File: src/rtl/parking_pkg.sv
// parking_pkg: shared FSM state type and timing limits for the parking controller
package parking_pkg;
    typedef enum logic [1:0] {IDLE, PASS, HOLD} state_t;
    localparam int MAX_SLOTS = 4;
    localparam int SEC_MAX = 59;
    localparam int MIN_MAX = 59;
endpackage

File: src/rtl/slot_timer.sv
// slot_timer: per-slot minutes:seconds occupancy counter, saturating at 59:59
module slot_timer
    import parking_pkg::*;
(
    input  logic       clk,
    input  logic       rst_n,
    input  logic       clr,
    input  logic       en,
    input  logic       tick,
    output logic [5:0] minutes,
    output logic [5:0] seconds
);
    logic [5:0] min_q, min_d, sec_q, sec_d;
    logic       sat;

    assign sat     = (min_q == 6'(MIN_MAX)) && (sec_q == 6'(SEC_MAX));
    assign minutes = min_q;
    assign seconds = sec_q;

    // Advance on tick while occupied; a clear or a free slot pins the timer at 00:00
    always_comb begin
        min_d = min_q;
        sec_d = sec_q;
        if (clr || !en) begin
            min_d = '0;
            sec_d = '0;
        end else if (tick && !sat) begin
            sec_d = (sec_q == 6'(SEC_MAX)) ? '0 : sec_q + 6'd1;
            min_d = (sec_q == 6'(SEC_MAX)) ? min_q + 6'd1 : min_q;
        end
    end

    // Timer state registers
    always_ff @(posedge clk or negedge rst_n) begin
        if (!rst_n) begin
            min_q <= '0;
            sec_q <= '0;
        end else begin
            min_q <= min_d;
            sec_q <= sec_d;
        end
    end
endmodule

File: src/rtl/parking_controller.sv
// parking_controller: arbitrates entry/exit, allocates slots, runs the gate FSM and times occupancy
module parking_controller
    import parking_pkg::*;
#(
    parameter int SLOTS         = 4,
    parameter int TICKS_PER_SEC = 500,
    parameter int GATE_TICKS    = 1000
) (
    input  logic       clk_500Hz,
    input  logic       reset,
    input  logic       entry_req,
    input  logic       exit_req,
    input  logic [1:0] exit_slot,
    output logic       gate_open,
    output logic       entry_grant,
    output logic [1:0] assigned_slot,
    output logic       exit_ack,
    output logic       error,
    output logic       full,
    output logic [2:0] capacity,
    output logic [1:0] empty_slot,
    output logic [5:0] minutes,
    output logic [5:0] seconds
);
    localparam int TW = $clog2(TICKS_PER_SEC + 1);
    localparam int GW = $clog2(GATE_TICKS + 1);

    state_t                 state_q, state_d;
    logic [TW-1:0]          tcnt_q, tcnt_d;
    logic [GW-1:0]          gcnt_q, gcnt_d;
    logic [MAX_SLOTS-1:0]   occ_q, occ_d, clr;
    logic [1:0]             slot_q, slot_d, empty_q, empty_d, free_idx;
    logic                   grant_q, grant_d, ack_q, ack_d, err_q, err_d;
    logic                   full_q, full_d, free_ok, exit_ok, tick;
    logic [2:0]             cap_q, cap_d;
    logic [5:0]             min_q, min_d, sec_q, sec_d;
    logic [5:0]             t_min [MAX_SLOTS];
    logic [5:0]             t_sec [MAX_SLOTS];

    assign tick          = tcnt_q == TW'(TICKS_PER_SEC - 1);
    assign tcnt_d        = tick ? '0 : tcnt_q + TW'(1);
    assign exit_ok       = (int'(exit_slot) < SLOTS) && occ_q[exit_slot];
    assign gate_open     = state_q == PASS;
    assign entry_grant   = grant_q;
    assign exit_ack      = ack_q;
    assign error         = err_q;
    assign assigned_slot = slot_q;
    assign full          = full_q;
    assign capacity      = cap_q;
    assign empty_slot    = empty_q;
    assign minutes       = min_q;
    assign seconds       = sec_q;

    for (genvar g = 0; g < MAX_SLOTS; g++) begin : g_slot
        if (g < SLOTS) begin : g_timer
            slot_timer u_timer (
                .clk     (clk_500Hz),
                .rst_n   (reset),
                .clr     (clr[g]),
                .en      (occ_q[g]),
                .tick    (tick),
                .minutes (t_min[g]),
                .seconds (t_sec[g])
            );
        end else begin : g_unused
            assign t_min[g] = '0;
            assign t_sec[g] = '0;
        end
    end

    // Lowest-index free slot and free-slot count from the occupancy vector
    always_comb begin
        free_ok  = 1'b0;
        free_idx = '0;
        cap_d    = '0;
        for (int i = SLOTS - 1; i >= 0; i--) begin
            if (!occ_q[i]) begin
                free_ok  = 1'b1;
                free_idx = 2'(i);
            end
            cap_d = cap_d + 3'(!occ_q[i]);
        end
        full_d  = !free_ok;
        empty_d = free_idx;
    end

    // Gate FSM: arbitrate in IDLE (exit wins), hold gate open in PASS, wait for release in HOLD
    always_comb begin
        state_d = state_q;
        gcnt_d  = '0;
        occ_d   = occ_q;
        clr     = '0;
        slot_d  = slot_q;
        grant_d = 1'b0;
        ack_d   = 1'b0;
        err_d   = 1'b0;
        min_d   = min_q;
        sec_d   = sec_q;
        case (state_q)
            IDLE: begin
                if (exit_req) begin
                    if (exit_ok) begin
                        occ_d[exit_slot] = 1'b0;
                        clr[exit_slot]   = 1'b1;
                        min_d            = t_min[exit_slot];
                        sec_d            = t_sec[exit_slot];
                        ack_d            = 1'b1;
                        state_d          = PASS;
                    end else begin
                        err_d = 1'b1;
                    end
                end else if (entry_req) begin
                    if (free_ok) begin
                        occ_d[free_idx] = 1'b1;
                        slot_d          = free_idx;
                        grant_d         = 1'b1;
                        state_d         = PASS;
                    end else begin
                        err_d = 1'b1;
                    end
                end
            end
            PASS: begin
                gcnt_d  = (gcnt_q == GW'(GATE_TICKS - 1)) ? '0 : gcnt_q + GW'(1);
                state_d = (gcnt_q == GW'(GATE_TICKS - 1)) ? HOLD : PASS;
            end
            HOLD:    state_d = (!entry_req && !exit_req) ? IDLE : HOLD;
            default: state_d = IDLE;
        endcase
    end

    // Controller state, pulses, latched duration and registered status
    always_ff @(posedge clk_500Hz or negedge reset) begin
        if (!reset) begin
            state_q <= IDLE;
            tcnt_q  <= '0;
            gcnt_q  <= '0;
            occ_q   <= '0;
            slot_q  <= '0;
            grant_q <= 1'b0;
            ack_q   <= 1'b0;
            err_q   <= 1'b0;
            min_q   <= '0;
            sec_q   <= '0;
            cap_q   <= 3'(SLOTS);
            full_q  <= 1'b0;
            empty_q <= '0;
        end else begin
            state_q <= state_d;
            tcnt_q  <= tcnt_d;
            gcnt_q  <= gcnt_d;
            occ_q   <= occ_d;
            slot_q  <= slot_d;
            grant_q <= grant_d;
            ack_q   <= ack_d;
            err_q   <= err_d;
            min_q   <= min_d;
            sec_q   <= sec_d;
            cap_q   <= cap_d;
            full_q  <= full_d;
            empty_q <= empty_d;
        end
    end
endmodule

File: config.mk
export PLATFORM = sky130hd
export DESIGN_NAME = parking_controller
export DESIGN_NICKNAME = d
export VERILOG_FILES = /design/src/rtl/parking_pkg.sv /design/src/rtl/slot_timer.sv /design/src/rtl/parking_controller.sv
export SDC_FILE = /design/constraint.sdc
export NUM_CORES = 1
export LEC_CHECK = 0
export BUFFER_PORTS_ARGS = -buffer_cell sky130_fd_sc_hd__buf_2
export CAP_MARGIN = 25
export CORE_MARGIN = 3
export CORE_UTILIZATION = 50
export CTS_CLUSTER_SIZE = 10
export DETAILED_ROUTE_END_ITERATION = 7
export GPL_ROUTABILITY_DRIVEN = 0
export GPL_TIMING_DRIVEN = 0
export MAX_ROUTING_LAYER = met4
export PLACE_DENSITY = 0.63
export SYNTH_ARGS = -nofsm -noshare
export SYNTH_HDL_FRONTEND = slang
export SYNTH_HIERARCHICAL = 1
export SYNTH_SLANG_ARGS = --single-unit
File: constraint.sdc
create_clock -name clk_500Hz -period 6.15 [get_ports clk_500Hz]
set_clock_uncertainty 0.1 [all_clocks]
set_input_delay 0.3075 -clock clk_500Hz [delete_from_list [all_inputs] [get_ports clk_500Hz]]
set_output_delay 0.3075 -clock clk_500Hz [all_outputs]
set_load 0.01 [all_outputs]
==> flow_summary.rst, run 1 <==
.. list-table::
   :header-rows: 1

   * - Metric
     - Value
   * - Outcome
     - complete, no violations
   * - Starting Density
     - 52.5%
   * - Antenna violation net count after detailed routing
     - 0
   * - Crit-path max cell delay
     - 480 ps
   * - Number of synthesized register bits
     - 96
   * - Cell with the biggest individual delay on the critical path
     - nor4_2
   * - CTS Buf Count
     - 9
   * - Worst Hold Path Cells
     - 3
   * - Clock transition time at the flip-flop clock pins of the worst setup and hold paths
     - 90 ps
   * - Worst path buffer plus inverter count
     - 3
   * - Required time at the worst-slack endpoint
     - 6330 ps
   * - Worst flop-to-flop path startpoint
     - tcnt_q[0]
   * - Syn_nets
     - 521
   * - Worst Setup Slack, final
     - 3300 ps
   * - Final Critical Period
     - 2850 ps
   * - Max_slew headroom
     - 55.5%
   * - Arrival time at the worst endpoint
     - 3030 ps
   * - Synthesized-area fraction occupied by adder cells
     - 3.72%
   * - Post-route total power
     - 1.49 mW
   * - I/O pin total
     - 30
   * - LEAKAGE
     - 2.53 nW
   * - Most area-consuming cells after synthesis
     - dfrtp_1, nand2_1, mux4_1, ha_1, a21oi_1
   * - Net total in the final layout
     - 563
   * - CTS root buf
     - clkbuf_8
   * - Fin. Hold Viols
     - 0
   * - Reg2Reg Capture Point
     - g_slot[1].g_timer.u_timer/minutes[2]
   * - Global-route wire length before repair
     - 18.9 mm
   * - Number of buffers between clock root and the deepest sink
     - 2
   * - Total grt overflow
     - 0
   * - Buffers inserted during post-CTS setup optimization
     - 0
   * - Worst hold-check path type
     - in2reg
   * - Hold path endpoint
     - occ_q[3]
   * - Setup crit start kind
     - register
   * - Startpoint of the worst hold path
     - entry_req
   * - Dominant combinational cell family by area after synthesis
     - simple AND/OR/NAND/NOR gates
   * - Via count of the first global-routing pass
     - 3798
   * - Worst r2r path cells
     - 9
   * - Register area share after synthesis
     - 45.7%
   * - Clock tree from TritonCTS
     - yes
   * - Area growth, synth to finish
     - 10.6%
   * - Peak ir drop on the vdd network
     - 0.118 mV
   * - Cell Area, Synth
     - 5250 sq um
   * - Antenna Diode Count
     - 0
   * - Pre-antenna DRT Iters
     - 4
   * - Maximum number of pins on one net before global-route repair
     - 63
   * - Starting DRC count in detailed routing
     - 203
   * - Final Routed Wirelength
     - 11.0 mm
   * - Library cell occupying the most area in the post-synthesis netlist
     - dfrtp_1
   * - Cell Pwr Density
     - 256 nW/um^2
   * - Worst slack at placement
     - 3300 ps
   * - Cells traversed along the worst timing path
     - ha_1 -> nand3_1 -> nor4_2 -> buf_4 -> buf_4 -> buf_2 -> nand3_1 -> or4_1 -> a21oi_1
   * - Compound-cell area share of the yosys netlist
     - 14.6%
   * - Proportion of layout cells with a drive suffix above 1
     - 17.0%
   * - Number of clock sinks
     - 96
   * - Count of H-tree levels built during CTS
     - 3
   * - Max cap viols
     - 0
   * - Synthesized instance count
     - 500
   * - Clk Latency, worst-skew pair
     - 360 ps
   * - # DRC
     - 0
   * - Die outline area
     - 11800 sq um
   * - Total via count in the routed design
     - 3996
   * - Kind of critical path
     - reg2reg
   * - Kind of cell with the highest combined delay on the critical path
     - simple AND/OR/NAND/NOR gates
   * - Primary FF master, synth
     - dfrtp_1
   * - Maximum fanout count along the critical path
     - 10
   * - Area share of the largest cell type after synthesis
     - 45.2%
   * - Number of enable-type register cells in the synthesized netlist
     - 0
   * - CORE AREA
     - 10000 sq um
   * - Die Height
     - 109 um
   * - Setup repair after global routing missed its margin
     - no
   * - Maximum achievable frequency
     - 0.351 GHz
   * - Fraction of registers with async set/reset
     - 100%
   * - Mux cell area share after synthesis
     - 10.2%
   * - Port buffer count
     - 27
   * - Xor and xnor area share after synthesis
     - 1.00%
   * - Die Span X
     - 109 um
   * - Routed wire per std cell
     - 16.2 um
   * - Number of antenna violations at the first check in global routing
     - 0
   * - Actual transition at the worst max-transition pin
     - 666 ps
   * - Simple-Gate Fraction of Synth Area
     - 21.1%
   * - Detailed-placement wirelength estimate
     - 8.03 mm
   * - GRT Resource Usage Total
     - 21.1%
   * - Slack of the worst reg-to-reg path
     - 3300 ps
   * - Total count of max-transition violations in the final report
     - 0
   * - Placement Rows
     - 36
   * - CP Capture Type
     - register
   * - Post-synthesis average cell area
     - 10.5 sq um
   * - Count of yosys warnings during synthesis
     - 6
   * - Total Neg Setup Slack
     - 0 ps
   * - Most common cell in the synthesized netlist
     - dfrtp_1
   * - Top cells by count, synth
     - dfrtp_1, nand2_1, a21oi_1
   * - # setup viols final
     - 0
   * - Via/cell ratio
     - 5.88
   * - Library cells used by synthesis
     - 61
   * - Final period util
     - 46.3%
[registers in the layout, summed over array words and instances (netlist names), 2 cells and up]
register and count:
assigned_slot 2, occ_q 4, g_slot.g_timer.u_timer/minutes 24, capacity 3, tcnt_q 9, state_q 2, g_slot.g_timer.u_timer/seconds 24, gcnt_q 10
seconds 6, minutes 6, empty_slot 2
[stage by stage]
step | instances | util [%] | area, sq um | hold slack [ps]
after detailed placement | 663 | 56.1 | 5610 | 199
after CTS | 680 | 58.1 | 5810 | 139
after global placement | 660 | 55.6 | 5560 | 348
after global routing | 680 | 58.1 | 5810 | 190
final | 680 | 58.1 | 5810 | 157
after floorplan | 500 | - | 5250 | -88.1
[kinds of logic (layout without fill, tap and decap cells)]
group	after synthesis	count (layout)
AOI/OAI and AO/OA	120	120
xor gates and xnor gates	6	6
adders and majority gates	15	15
buffers and inverters	41	88
DFF	96	96
muxes	30	30
and+or+nand+nor	192	192
[layout by cell type, fill, tap and decap left out, types with 10 or more instances in the layout]
cell type	Yosys	routed
buf_2	4	30
a21oi_1	32	32
or4_1	15	15
nand3_1	15	15
o31ai_1	12	12
or3_1	14	14
nor2_1	19	19
nand2_1	62	62
ha_1	14	14
dfrtp_1	95	95
o21ai_0	27	27
clkbuf_8	0	10
inv_1	22	22
[power by group]
part	internal [mW]	total [mW]	switching (mW)
combinational	0.125	0.330	0.205
sequential	0.691	0.743	0.0523
clock	0.199	0.414	0.215
total	1.02	1.49	0.472
[final cells by class]
type	instances	area [sq um]
well taps	133	166
flip-flops and latches	96	2400
plain buffers	18	101
multi-input cells	363	2670
clock inverters	3	42.5
repair buffers	31	190
fillers	892	4190
clock buffers	13	149
inverters	23	88.8
[worst register-to-register path, delay by kind of cell, from the launching register on]
family | cells | cell delay [ps]
AND/OR/NAND/NOR | 4 | 1250
buffers and inverters | 3 | 660
flip-flops | 1 | 400
adder cells (fa/ha/maj) | 1 | 220
AO/OA/AOI/OAI | 1 | 150
[what timing repair did]
item / in CTS / in global routing
endpoints found under the hold margin: 34 / 0
gates resized for setup: 0 / 0
setup endpoints to repair: 0 / 0
hold buffers: 1 / 0
[routing by layer]
| layer | share of wire (%) | vias to the layer above | GRT usage, % |
|---|---|---|---|
| li1 | - | 1952 | - |
| met4 | 2.4 | 0 | 7.39 |
| met3 | 4.0 | 17 | 3.88 |
| met5 | 0 | - | - |
| met2 | 45 | 76 | 30.6 |
| met1 | 49 | 1951 | 29.9 |
[how the worst max path moves through the flow]
stage,from,end,slack [ps],depth (start not counted)
6_report,tcnt_q[0],g_slot[1].g_timer.u_timer/minutes[2],3300,9
5_1_grt,tcnt_q[0],g_slot[3].g_timer.u_timer/minutes[2],3030,9
4_1_cts,tcnt_q[0],g_slot[3].g_timer.u_timer/minutes[2],3310,9
3_5_place_dp,tcnt_q[0],g_slot[3].g_timer.u_timer/minutes[2],3300,9
3_3_place_gp,tcnt_q[0],g_slot[0].g_timer.u_timer/minutes[2],1410,7
2_1_floorplan,tcnt_q[0],g_slot[0].g_timer.u_timer/minutes[2],2490,7
(Power assumes the default switching activity.)
==> run 2: changes to the inputs <==
==> constraint.sdc (replaced) <==
create_clock -name clk_500Hz -period 2.8 [get_ports clk_500Hz]
set_clock_uncertainty 0.1 [all_clocks]
set_input_delay 0.14 -clock clk_500Hz [delete_from_list [all_inputs] [get_ports clk_500Hz]]
set_output_delay 0.14 -clock clk_500Hz [all_outputs]
set_load 0.01 [all_outputs]
==> run 2 against run 1 <==
- non-clock buffer count unchanged
- largest cell class unchanged
- die area did not move
- highest routed layer unchanged
- combinational power grew 120%
- maximum frequency is 12% higher
- critical endpoint is now g_slot[0].g_timer.u_timer/minutes[2]
- sequential power grew 120%
- global-route usage up 0.77 points
==> flow_summary.rst, run 2 (synthesized netlist as in run 1, its figures left out) <==
.. list-table::
   :header-rows: 1

   * - Metric
     - Value
   * - Max cap viols
     - 0 (unchanged)
   * - Routed wire per std cell
     - 16.7 um (+2.6%)
   * - Placement Rows
     - 36 (unchanged)
   * - Pre-antenna DRT Iters
     - 5 (+1)
   * - Final Critical Period
     - 2550 ps (-295 ps)
   * - Starting DRC count in detailed routing
     - 200 (-1.5%)
   * - Maximum achievable frequency
     - 0.392 GHz (+12%)
   * - Setup crit start kind
     - register
   * - Die Span X
     - 109 um (unchanged)
   * - Proportion of layout cells with a drive suffix above 1
     - 17.4% (+0.37 points)
   * - Die outline area
     - 11800 sq um (unchanged)
   * - Via/cell ratio
     - 5.88 (about the same)
   * - I/O pin total
     - 30 (unchanged)
   * - Arrival time at the worst endpoint
     - 2740 ps (-290 ps)
   * - Cell area after layout
     - 5810 sq um (unchanged)
   * - Most common library cell in the layout ignoring fill and taps
     - dfrtp_1
   * - Antenna violation net count after detailed routing
     - 0 (unchanged)
   * - CTS Buf Count
     - 9 (unchanged)
   * - Count of H-tree levels built during CTS
     - 3 (unchanged)
   * - Total via count in the routed design
     - 3998 (+0.050%)
   * - Global-route wire length before repair
     - 19.8 mm (+4.5%)
   * - Maximum number of pins on one net before global-route repair
     - 50 (-21%)
   * - Total count of max-transition violations in the final report
     - 0 (unchanged)
   * - # DRC
     - 0 (unchanged)
   * - Total placed instance area
     - 5620 sq um (+0.16%)
   * - Final Routed Wirelength
     - 11.3 mm (+2.6%)
   * - Worst hold-check path type
     - in2reg
   * - Register area
     - 2400 sq um (unchanged)
   * - Number of antenna violations at the first check in global routing
     - 0 (unchanged)
   * - Maximum fanout count along the critical path
     - 10 (unchanged)
   * - Die Height
     - 109 um (unchanged)
   * - Final period util
     - 91.2% (+45 points)
   * - Kind of critical path
     - reg2reg
   * - Actual transition at the worst max-transition pin
     - 690 ps (+24.0 ps)
   * - Antenna Diode Count
     - 0 (unchanged)
   * - Area of the multi-input gates
     - 2680 sq um (+0.33%)
   * - Max_slew headroom
     - 53.7% (-1.9 points)
   * - Detailed-placement wirelength estimate
     - 8.21 mm (+2.2%)
   * - Clock tree from TritonCTS
     - yes
   * - Most frequent cells in the layout
     - dfrtp_1, nand2_1, a21oi_1
   * - # setup viols final
     - 0 (unchanged)
   * - Outcome
     - complete, no violations
   * - Required time at the worst-slack endpoint
     - 2990 ps (-3340 ps)
   * - Setup repair after global routing missed its margin
     - no
   * - CP Capture Type
     - register
   * - Buffers inserted during post-CTS setup optimization
     - 0 (unchanged)
   * - Via count of the first global-routing pass
     - 4034 (+6.2%)
   * - Number of buffers between clock root and the deepest sink
     - 2 (unchanged)
   * - Peak ir drop on the vdd network
     - 0.327 mV (+180%)
   * - CTS root buf
     - clkbuf_8
   * - Fin. Hold Viols
     - 0 (unchanged)
   * - Filler cell count in the final layout
     - 901 (+1.0%)
   * - GRT Resource Usage Total
     - 21.9% (+0.77 points)
   * - Area growth, synth to finish
     - 10.6% (unchanged)
   * - Number of clock sinks
     - 96 (unchanged)
   * - Port buffer count
     - 27 (unchanged)
   * - LEAKAGE
     - 2.51 nW (-0.63%)
   * - CORE AREA
     - 10000 sq um (unchanged)
   * - Starting Density
     - 52.5% (unchanged)
   * - Resized Gates After CTS
     - 0 (unchanged)
   * - Clk Latency, worst-skew pair
     - 360 ps (about the same)
   * - Fraction of the core area covered by cells at the end of the flow
     - 58.1% (unchanged)
   * - Total grt overflow
     - 0 (unchanged)
   * - Net total in the final layout
     - 563 (unchanged)
   * - Cell Pwr Density
     - 549 nW/um^2 (+110%)
   * - Clock transition time at the flip-flop clock pins of the worst setup and hold paths
     - 100 ps (about the same)
run 2: cell types whose count changed in the layout (fill, tap and decap cells not counted), sizes merged:
cell         delta
buf             -1
clkbuf          -4
bufinv          -1
dlygate4sd3     +1
clkinvlp        +3
clkinv          +2
run 2: layout make-up:
type	count	share of cell area [%]
Clock inverter	7	0.840
Multi-Input combinational cell	363	46.1
Sequential cell	96	41.4
Buffer	18	1.74
Inverter	23	1.53
Tap cell	133	2.87
Timing Repair Buffer	31	3.45
Clock buffer	9	2.13
run 2: power by group:
part	switching [mW]	internal, mW	total (mW)
clock	0.503	0.321	0.824
combinational	0.458	0.275	0.733
sequential	0.115	1.52	1.63
run 2: critical path, cell delays in order, from the launching register on:
cell	delay (ps)
dfrtp_1	400
ha_1	220
nand3_1	170
nor4_4	350
buf_8	220
buf_2	230
nand3_1	200
or4_1	440
a21oi_1	150
run 2: final timing paths:
path / startpoint / to / slack [ps] / cells past startpoint
min: exit_req / occ_q[3] / 30 / 4
min in group asynchronous: reset / tcnt_q[5] / 230 / 2
max in group asynchronous: reset / g_slot[1].g_timer.u_timer/seconds[1] / 1710 / 3
min reg2reg: gcnt_q[0] / gcnt_q[0] / 370 / 1
max: tcnt_q[0] / g_slot[0].g_timer.u_timer/minutes[2] / 250 / 8
max reg2reg: tcnt_q[0] / g_slot[0].g_timer.u_timer/minutes[2] / 250 / 8
run 2: per-layer routing:
layer | GRT usage, % | up-vias | part of all wire [%]
li1 | - | 1952 | -
met1 | 30.0 | 1943 | 48
met2 | 33.8 | 81 | 46
met3 | 2.87 | 22 | 3.2
met4 | 7.57 | 0 | 2.0
met5 | - | - | 0
run 2: repair_timing:
item,CTS,global route
endpoints found under the hold margin,47,0
hold buffers,2,0
setup endpoints to repair,0,5
run 2: through the flow:
stage               setup slack [ps]  instances  hold WS [ps]  total power [mW]  setup TNS (ps)
global placement                -220        660           349              2.37           -1670
detailed placement               194        662           102              2.40               0
global route                    15.7        680          67.5              3.43               0
finish                           247        680          29.4              3.19               0
floorplan                        237        500          -256              2.14               0
CTS                              153        680          13.2              3.23               0
==> run 3: changes to the inputs <==
--- a/config.mk
+++ b/config.mk
@@ -5,6 +5,7 @@
 export SDC_FILE = /design/constraint.sdc
 export NUM_CORES = 1
 export LEC_CHECK = 0
+export ABC_AREA = 1
 export BUFFER_PORTS_ARGS = -buffer_cell sky130_fd_sc_hd__buf_2
 export CAP_MARGIN = 25
 export CORE_MARGIN = 3
==> run 3 against run 2 <==
- utilization shrank 0.44 points
- register-to-register slack gained 300 ps
- combinational power grew 68%
- worst hold slack lost 7.4 ps
- sequential power grew 9%
- non-clock buffer count grew 1
- via count grew 22%
- clock power grew 41%
- synthesized cell count grew 48%
- critical path type unchanged
- largest power group unchanged
==> flow_summary.rst, run 3 <==
.. list-table::
   :header-rows: 1

   * - Metric
     - Value
   * - Outcome
     - complete, no violations
   * - CORE AREA
     - 11000 sq um (+9.8%)
   * - Fin. Hold Viols
     - 0 (unchanged)
   * - Via count of the first global-routing pass
     - 4685 (+16%)
   * - Primary FF master, synth
     - dfrtp_1
   * - Maximum fanout count along the critical path
     - 10 (unchanged)
   * - Library cells used by synthesis
     - 34 (-44%)
   * - Via/cell ratio
     - 5.27 (-10%)
   * - Sw frac
     - 36.7% (+3.0 points)
   * - Clock group share of total power
     - 27.7% (+1.9 points)
   * - Instance count after placement with tap cells included
     - 907 (+37%)
   * - Syn_nets
     - 759 (+46%)
   * - Proportion of layout cells with a drive suffix above 1
     - 16.7% (-0.66 points)
   * - Detailed-placement wirelength estimate
     - 9.66 mm (+18%)
   * - Most common library cell in the layout ignoring fill and taps
     - nand2_1
   * - Post-synthesis average cell area
     - 7.73 sq um (-26%)
   * - Register area share after synthesis
     - 42.2% (-3.6 points)
   * - Antenna violation net count after detailed routing
     - 0 (unchanged)
   * - Comb power frac
     - 29.5% (+6.5 points)
   * - Most area-consuming cells after synthesis
     - dfrtp_1, nand2_1, nand3_1, inv_1, nor2_1
   * - Net total in the final layout
     - 800 (+42%)
   * - LEAKAGE
     - 3.07 nW (+22%)
   * - Die outline area
     - 12700 sq um (+8.0%)
   * - Post-route total power
     - 4.17 mW (+31%)
   * - Cell with the biggest individual delay on the critical path
     - dfrtp_1
   * - Most frequent cells in the layout
     - nand2_1, nand3_1, dfrtp_1
   * - CTS root buf
     - clkbuf_16
   * - Final period util
     - 80.5% (-11 points)
   * - Starting Density
     - 51.9% (-0.63 points)
   * - Synthesized instance count
     - 738 (+48%)
   * - Power dissipated by switching net loads
     - 1.53 mW (+42%)
   * - Required time at the worst-slack endpoint
     - 2960 ps (-30 ps)
   * - Number of clock sinks
     - 96 (unchanged)
   * - Routed wire per std cell
     - 14.0 um (-16%)
   * - Clock tree from TritonCTS
     - yes
   * - Total count of max-transition violations in the final report
     - 0 (unchanged)
   * - Area share of the largest cell type after synthesis
     - 41.7% (-3.6 points)
   * - Antenna Diode Count
     - 0 (unchanged)
   * - CP Capture Type
     - register
   * - Most common cell in the synthesized netlist
     - nand2_1
   * - Total Neg Setup Slack
     - 0 ps (unchanged)
   * - Count of H-tree levels built during CTS
     - 3 (unchanged)
   * - Top cells by count, synth
     - nand2_1, nand3_1, dfrtp_1
   * - Area growth, synth to finish
     - 11.0%
   * - Relative contribution of sequential cells to total power
     - 42.8% (-8.4 points)
   * - Setup repair after global routing missed its margin
     - no
   * - Die Height
     - 113 um (+3.9%)
   * - Setup crit start kind
     - register
   * - CTS Buf Count
     - 9 (unchanged)
   * - Total grt overflow
     - 0 (unchanged)
   * - Cell Area, Synth
     - 5700 sq um (+8.5%)
   * - Hold Worst Slack
     - 22.1 ps (-7.35 ps)
   * - Post-layout instance count excluding filler cells
     - 924 (+36%)
   * - Number of buffers between clock root and the deepest sink
     - 2 (unchanged)
   * - Buffers inserted during post-CTS setup optimization
     - 0 (unchanged)
   * - Placement Rows
     - 38 (+5.6%)
   * - Port buffer count
     - 28 (+3.7%)
   * - I/O pin total
     - 30 (unchanged)
   * - Cell Pwr Density
     - 658 nW/um^2 (+20%)
   * - Total via count in the routed design
     - 4871 (+22%)
   * - Fraction of the core area covered by cells at the end of the flow
     - 57.6% (-0.44 points)
   * - Number of synthesized register bits
     - 96 (unchanged)
   * - Worst Hold Path Cells
     - 4 (unchanged)
   * - Count of yosys warnings during synthesis
     - 6 (unchanged)
   * - Maximum achievable frequency
     - 0.444 GHz (+13%)
   * - Final Routed Wirelength
     - 13.0 mm (+14%)
   * - # DRC
     - 0 (unchanged)
   * - Fraction of registers with async set/reset
     - 100% (unchanged)
   * - Pre-antenna DRT Iters
     - 5 (unchanged)
   * - Cells traversed along the worst timing path
     - nand2_1 -> nand2_1 -> nand2_1 -> nand2_2 -> nand3_4 -> buf_2 -> nor2_1 -> nor2_4 -> buf_6 -> nand3_1 -> o21ai_0
   * - Actual transition at the worst max-transition pin
     - 649 ps (-41.2 ps)
   * - Global-route wire length before repair
     - 22.5 mm (+14%)
   * - Final Critical Period
     - 2250 ps (-299 ps)
   * - GRT Resource Usage Total
     - 22.4% (+0.48 points)
   * - Worst r2r path cells
     - 11 (+3)
   * - Max cap viols
     - 0 (unchanged)
   * - Maximum number of pins on one net before global-route repair
     - 63 (+26%)
   * - Crit-path max cell delay
     - 480 ps (+40 ps)
   * - Max_slew headroom
     - 56.7% (+3.1 points)
   * - Cell-internal power
     - 2.64 mW (+25%)
   * - Kind of critical path
     - reg2reg
   * - Peak ir drop on the vdd network
     - 0.434 mV (+33%)
   * - Clk Latency, worst-skew pair
     - 350 ps (about the same)
   * - Clock transition time at the flip-flop clock pins of the worst setup and hold paths
     - 70 ps (-30 ps)
   * - Worst hold-check path type
     - in2reg
   * - Die Span X
     - 113 um (+3.9%)
   * - Number of antenna violations at the first check in global routing
     - 0 (unchanged)
   * - # setup viols final
     - 0 (unchanged)
   * - Number of enable-type register cells in the synthesized netlist
     - 0 (unchanged)
   * - Arrival time at the worst endpoint
     - 2420 ps (-320 ps)
   * - Starting DRC count in detailed routing
     - 285 (+43%)
   * - Cell occurring most often along the worst timing path
     - nand2_1
   * - Library cell occupying the most area in the post-synthesis netlist
     - dfrtp_1
run 3: path summary, 6_finish.rpt:
| path | slack [ps] | to | start |
|---|---|---|---|
| max reg2reg | 550 | g_slot[3].g_timer.u_timer/seconds[0] | occ_q[0] |
| min reg2reg | 360 | gcnt_q[0] | gcnt_q[0] |
| max | 550 | g_slot[3].g_timer.u_timer/seconds[0] | occ_q[0] |
| min | 20 | state_q[1] | entry_req |
| min in group asynchronous | 190 | g_slot[2].g_timer.u_timer/seconds[1] | reset |
| max in group asynchronous | 1720 | capacity[2] | reset |
run 3: kinds of logic (layout without fill, tap and decap cells):
| logic type | after synthesis | count (layout) | share of synthesized area (%) |
|---|---|---|---|
| xor+xnor | 12 | 12 | 1.84 |
| buf+inv | 107 | 153 | 8.40 |
| compound gates | 56 | 56 | 5.86 |
| fa+ha+maj | 15 | 15 | 3.42 |
| simple gates | 452 | 452 | 38.3 |
| flops | 96 | 96 | 42.2 |
run 3: what timing repair did:
item / CTS / global route
gates resized for setup: 0 / 0
hold endpoints to repair: 34 / 0
hold buffers: 1 / 0
run 3: power groups by stage:
stage	logic (mW)	registers, mW	clock network [mW]
finish	1.23	1.78	1.16
global placement	1.20	1.80	0
CTS	1.25	1.78	1.20
global route	1.40	1.81	1.25
detailed placement	1.24	1.80	0
floorplan	0.900	1.77	0
run 3: layout make-up:
cell class / count / area, sq um
Clock buffer: 11 / 243
Tap cell: 140 / 175
Multi-Input combinational cell: 535 / 2820
Inverter: 87 / 328
Clock inverter: 5 / 31.3
Sequential cell: 96 / 2400
Timing Repair Buffer: 30 / 180
Fill cell: 1021 / 4650
Buffer: 20 / 151
run 3: worst max-delay path: cells and delay by family, from the launching register on:
kind	cells	cell delay, ps
flip-flops	1	480
AO/OA/AOI/OAI	1	240
AND/OR/NAND/NOR	8	890
buffers and inverters	2	450
run 3: metrics by stage:
stage / setup slack [ps] / area, sq um
2_1_floorplan: 928 / 5700
4_1_cts: 522 / 6330
6_report: 546 / 6330
5_1_grt: 337 / 6330
3_3_place_gp: 520 / 6020
3_5_place_dp: 538 / 6050
run 3: layer usage:
layer	track usage (%)	vias up	share of wire [%]	wire length (um)
met2	35.2	85	47	6130
met1	29.9	2291	48	6160
met5	-	-	0	0
met3	3.10	14	3.4	437
li1	-	2481	-	-
met4	7.77	0	1.7	224
